$ cat config.mk
export PLATFORM = sky130hd
export DESIGN_NAME = imm_gen_pipe
export DESIGN_NICKNAME = d
export VERILOG_FILES = /design/src/rtl/imm_gen_pipe.sv
export SDC_FILE = /design/constraint.sdc
export NUM_CORES = 1
export LEC_CHECK = 0
export CAP_MARGIN = 30
export CORE_ASPECT_RATIO = 0.9
export CORE_UTILIZATION = 53
export DETAILED_ROUTE_END_ITERATION = 8
export PLACE_DENSITY = 0.95
export SETUP_SLACK_MARGIN = 0.4
export SLEW_MARGIN = 20
export SYNTH_ARGS = -nofsm -noshare
export SYNTH_HDL_FRONTEND = slang
export SYNTH_SLANG_ARGS = --single-unit
$ cat constraint.sdc
create_clock -name clk -period 4.95 [get_ports clk]
set_clock_uncertainty 0.2 [all_clocks]
set_input_delay 0.495 -clock clk [delete_from_list [all_inputs] [get_ports clk]]
set_output_delay 0.495 -clock clk [all_outputs]
set_load 0.05 [all_outputs]
$ cat src/rtl/imm_gen_pipe.sv
// imm_gen_pipe: pipelined RISC-V immediate generator with a valid/ready
// handshake and a 2-entry skid buffer. It accepts an instruction and a format
// select, and returns the XLEN-wide immediate plus an opaque tag.
// Optional feature macro: IMM_GEN_CSR_EN. When it is defined, imm_src=5
// decodes the CSR zimm. When it is undefined, imm_src=5 is treated as illegal.
module imm_gen_pipe #(
   parameter int unsigned XLEN  = 32,
   parameter int unsigned TAG_W = 5
) (
   input  logic             clk,
   input  logic             rst,
   input  logic             in_valid,
   output logic             in_ready,
   input  logic [31:0]      in_instr,
   input  logic [2:0]       in_imm_src,
   input  logic [TAG_W-1:0] in_tag,
   output logic             out_valid,
   input  logic             out_ready,
   output logic [XLEN-1:0]  out_imm,
   output logic [TAG_W-1:0] out_tag,
   output logic             out_err
);

   if ((XLEN != 32) && (XLEN != 64)) begin : g_xlen_check
      $error("imm_gen_pipe: XLEN must be 32 or 64");
   end

   typedef enum logic [2:0] {
      SRC_I  = 3'd0,
      SRC_S  = 3'd1,
      SRC_B  = 3'd2,
      SRC_J  = 3'd3,
      SRC_U  = 3'd4,
      SRC_Z  = 3'd5,
      SRC_R6 = 3'd6,
      SRC_R7 = 3'd7
   } imm_src_e;

   // The opcode field plays no part in any immediate format.
   logic unused_opcode;
   assign unused_opcode = ^in_instr[6:0];

   logic [31:0]     imm32;
   logic [XLEN-1:0] ext_imm;
   logic            ext_err;

   // Build the 32-bit form of the immediate, then sign-extend it to XLEN.
   // The Z form has bit 31 clear, so sign extension also zero-extends it.
   always_comb begin
      imm32   = '0;
      ext_err = 1'b0;
      unique case (imm_src_e'(in_imm_src))
         SRC_I: imm32 = {{20{in_instr[31]}}, in_instr[31:20]};
         SRC_S: imm32 = {{20{in_instr[31]}}, in_instr[31:25], in_instr[11:7]};
         SRC_B: imm32 = {{19{in_instr[31]}}, in_instr[31], in_instr[7],
                         in_instr[30:25], in_instr[11:8], 1'b0};
         SRC_J: imm32 = {{11{in_instr[31]}}, in_instr[31], in_instr[19:12],
                         in_instr[20], in_instr[30:21], 1'b0};
         SRC_U: imm32 = {in_instr[31:12], 12'b0};
`ifdef IMM_GEN_CSR_EN
         SRC_Z: imm32 = {27'b0, in_instr[19:15]};
`else
         SRC_Z: ext_err = 1'b1;
`endif
         SRC_R6, SRC_R7: ext_err = 1'b1;
         default: ext_err = 1'b1;
      endcase
      ext_imm = XLEN'($signed(imm32));
   end

   logic             k_valid;
   logic [XLEN-1:0]  k_imm;
   logic [TAG_W-1:0] k_tag;
   logic             k_err;

   logic accept;
   logic drain;

   // in_ready comes only from the skid register, so it has no path from out_ready.
   assign in_ready = !k_valid;
   assign accept   = in_valid && in_ready;
   assign drain    = out_valid && out_ready;

   // Main register M drives the outputs, and skid register K holds the overflow.
   // K can only fill while M is full, so M is always the older beat.
   always_ff @(posedge clk) begin
      if (rst) begin
         out_valid <= 1'b0;
         out_imm   <= '0;
         out_tag   <= '0;
         out_err   <= 1'b0;
         k_valid   <= 1'b0;
         k_imm     <= '0;
         k_tag     <= '0;
         k_err     <= 1'b0;
      end else if (!out_valid || drain) begin
         if (k_valid) begin
            out_valid <= 1'b1;
            out_imm   <= k_imm;
            out_tag   <= k_tag;
            out_err   <= k_err;
            if (accept) begin
               k_imm <= ext_imm;
               k_tag <= in_tag;
               k_err <= ext_err;
            end
            k_valid <= accept;
         end else if (accept) begin
            out_valid <= 1'b1;
            out_imm   <= ext_imm;
            out_tag   <= in_tag;
            out_err   <= ext_err;
         end else begin
            out_valid <= 1'b0;
         end
      end else if (accept) begin
         k_valid <= 1'b1;
         k_imm   <= ext_imm;
         k_tag   <= in_tag;
         k_err   <= ext_err;
      end
   end

endmodule

==> summary.md <==
| Metric | Value |
|---|---|
| Status | `complete, no violations` |
| Number of global-route vias before repair | `~3200` |
| Post-synth top area cell | `dfxtp_1` |
| Dpl hpwl | `roughly 6000 um` |
| Synth unique cells | `a little over 40` |
| Critical path's slowest cell | `nor2b_1` |
| Top delay family on crit path | `buffers and inverters` |
| Clk_lat worst skew | `roughly 0.34 ns` |
| Clock power frac | `0.313` |
| P_sw | `0.412 mW` |
| Top_reg_cell synth | `dfxtp_1` |
| Global-route wire length before repair | `14900 um` |
| ANT nets after route | `0` |
| Diodes inserted | `0` |
| Placement Setup Slack | `1.85 ns` |
| Worst path max stage delay | `0.58 ns` |
| Die height | `between 70 and 80 um` |
| HP Start | `k_tag[0]$_SDFFE_PP0P_` |
| CTS Sinks | `78` |
| Antenna violations before repair | `0` |
| Crit path time final | `between 2 and 3 ns` |
| Via count | `3325` |
| Max-cap violations | `0` |
| Count of final hold-check violations | `0` |
| Number of synthesized flops with an enable pin | `0` |
| FMAX | `about 370 MHz` |
| TritonRoute pass-1 iters | `5` |
| Worst Setup Start Kind | `primary input` |
| Post-route setup slack | `2.24 ns` |
| DIE WIDTH | `86.3 um` |
| Logic gate share of total power | `0.207` |
| Met2 WL post-DR | `4500 um` |
| Synth Net Count | `432` |
| CTS Hold Bufs | `0` |
| # setup viols final | `0` |
| P_int | `0.994 mW` |
| Hold Path Depth | `2` |
| Register share of total power | `0.480` |
| Clk buf depth | `2` |
| CTS clk-pin slew, worst paths | `0.08 ns` |
| Residual DRC | `0` |
| Final worst path period share | `0.547` |
| Crit path arrival time | `roughly 2.8 ns` |
| Placed cell areas | `0.00414 mm2` |
| Initial drt markers | `253` |
| Dominant cells by area after synthesis | `dfxtp_1 46%, a21oi_1 7.7%, nor2_1 4.8%, nand2_1 3.1%, a211oi_1 2.9%` |
| Fin area | `0.00433 mm2` |
| GRT Overall Usage | `0.284` |
| DR vias/cell | `6.23` |
| Cell with the most instances after synthesis | `dfxtp_1` |
| Mapped Cells | `388` |
| CTS tree | `built` |
| R2R setup slack | `2.44 ns` |
| Mean post-synth cell area | `about 8.7 um2` |
| Crit end category | `register` |
| RSZ-0062 raised after global routing | `no` |
| Async SR Flop Fraction | `0` |
| Relative slew slack | `0.426` |
| Dpl cells | `518` |
| PD cells | `about 320 mW/mm2` |
| Final core utilization | `0.704` |
| Floorplan row count | `27` |
| Root buf cell | `clkbuf_8` |
| Initial core utilization | `0.551` |
| WS Path Type | `in2reg` |
| Commonest cells post-synth | `78 x dfxtp_1, 52 x a21oi_1, 43 x nor2_1, 28 x nand2_1` |
| RD Place Congestion | `0.795` |
| Worst path bufs/invs | `3` |
| M1 WL | `3720 um` |
| Sequential cell area fraction in the yosys report | `0.461` |
| Sw Ratio | `0.293` |
| Worst reg2reg path endpoint | `out_imm[14]$_SDFFE_PP0P_` |
| Nets | `488` |
| Area Overhead vs Synth | `27.7%` |
| Crit Reg-Reg Startpoint | `k_valid$_SDFFE_PP0P_` |
| Fin cells | `roughly 530` |
| Slew of the pin with the lowest slew margin | `between 0.8 and 0.9 ns` |
| IO Port Bufs | `76` |
| Synth Warn # | `0` |
| Crit-path max FO | `30` |
| Post_cts resized | `0` |
| Worst hold path class | `reg2reg` |
| Hold path endpoint | `k_tag[0]$_SDFFE_PP0P_` |
| Hold Worst Slack | `roughly 0.26 ns` |
| #FFs+latches synth | `78` |
| Share of cells above drive strength 1 | `0.0761` |
| Sum Neg Setup Slack | `0 ns` |
| Path depth of the worst reg2reg path | `6` |
| I/O pin total | `84` |
| Met3 WL | `~720 um` |
| H-tree depth | `3` |
| Tot Pwr | `1.41 mW` |
| Worst-path cell chain | `clkdlybuf4s50_1, buf_4, nor2b_1, nor2_1, buf_4, a2111oi_0, a31o_1` |
| Setup Fix Bufs, Post-CTS | `0` |
| Top Metal Used | `met4` |
| Synth top area share | `0.461` |
| Remaining Overflow, GRT | `0` |
| Leakage power | `between 1.5 and 2 nW` |
| Worst endpoint required time | `5.04 ns` |
| Maximum vdd drop | `0.173 mV` |
| Total CTS buffers | `9` |
| Pin count of the biggest net entering global routing | `50` |
| Post-DR wirelength/cell | `17.2 um` |
| Synthesized area | `0.00339 mm2` |
| CP dominant cell by count | `buf_4` |
| Slew Limit Fails | `0` |
| DIE AREA | `0.00672 mm2` |
| Core ar. | `0.00615 mm2` |
| Drt total wl | `9210 um` |
## state kept, by name, indices dropped and copies added, names as in the netlist
name	count
k_imm	32
out_imm	32
k_tag	5
out_tag	5
k_err	1
k_valid	1
out_err	1
out_valid	1
## placed cells by master, fill, tap and decap left out, types with 2 or more instances in the layout
cell type / instances
a21oi_1: 52
o2bb2ai_1: 3
o311ai_1: 2
clkdlybuf4s50_1: 75
nor2_1: 43
a2111oi_2: 6
nor3b_1: 12
clkbuf_1: 3
clkbuf_8: 9
nor2b_1: 3
o21ai_0: 18
a211oi_1: 13
mux2i_1: 8
nand2_1: 28
nand2b_1: 2
a2111oi_0: 2
nor3_1: 13
o21ai_1: 9
inv_1: 4
o211a_1: 2
mux2_2: 2
nand3_1: 2
o22a_1: 8
a221o_1: 2
dfxtp_1: 78
a32oi_1: 8
buf_4: 8
a221oi_1: 5
a31o_1: 8
a32o_1: 3
## worst max-delay path by stage
stage	start	slack [ns]	endpoint	depth (start not counted)
floorplan	out_valid$_SDFFE_PP0N_	2.99	out_imm[21]$_SDFFE_PP0P_	6
global placement	in_imm_src[2]	1.86	out_imm[29]$_SDFFE_PP0P_	6
detailed placement	in_imm_src[2]	1.85	out_imm[29]$_SDFFE_PP0P_	6
CTS	in_imm_src[2]	2.21	out_imm[29]$_SDFFE_PP0P_	6
global route	in_imm_src[2]	2.07	out_imm[30]$_SDFFE_PP0P_	7
finish	in_imm_src[2]	2.24	out_imm[29]$_SDFFE_PP0P_	7
## worst reg2reg max path: stages (launching register included)
cell and delay [ns]:
dfxtp_1 0.33, buf_4 0.36, nor2_1 0.18, nor2b_2 0.36, buf_4 0.32, nand4_1 0.40, o21ai_1 0.27
## per-layer routing
layer / vias to the layer above / global-route usage
li1: 1533 / -
met1: 1592 / 0.348
met2: 174 / 0.468
met3: 26 / 0.0543
met4: 0 / 0.158
met5: - / 0
## power by group through the flow
stage / combinational [mW] / sequential [mW] / clock (mW)
after floorplan: 0.112 / 0.760 / 0
after global placement: 0.278 / 0.687 / 0
after detailed placement: 0.284 / 0.689 / 0
after CTS: 0.286 / 0.674 / 0.442
after global routing: 0.308 / 0.677 / 0.470
final: 0.291 / 0.674 / 0.441
## cell families (layout without fill, tap and decap cells)
logic type / Yosys count / in the layout / synth area share
XOR/XNOR: 1 / 1 / 0.00480
multiplexers: 11 / 11 / 0.0336
AO/OA/AOI/OAI: 143 / 143 / 0.291
buffers and inverters: 44 / 103 / 0.0553
flip-flops: 78 / 78 / 0.461
AND/OR/NAND/NOR: 111 / 111 / 0.155
## cell type report
type	instances	area, um2
Sequential cell	78	1560
Fill cell	473	1820
Clock buffer	12	135
Tap cell	87	109
Timing Repair Buffer	85	831
Multi-Input combinational cell	266	1640
Clock inverter	2	35.0
Inverter	4	15.0
Power figures use the tool's default switching activity.
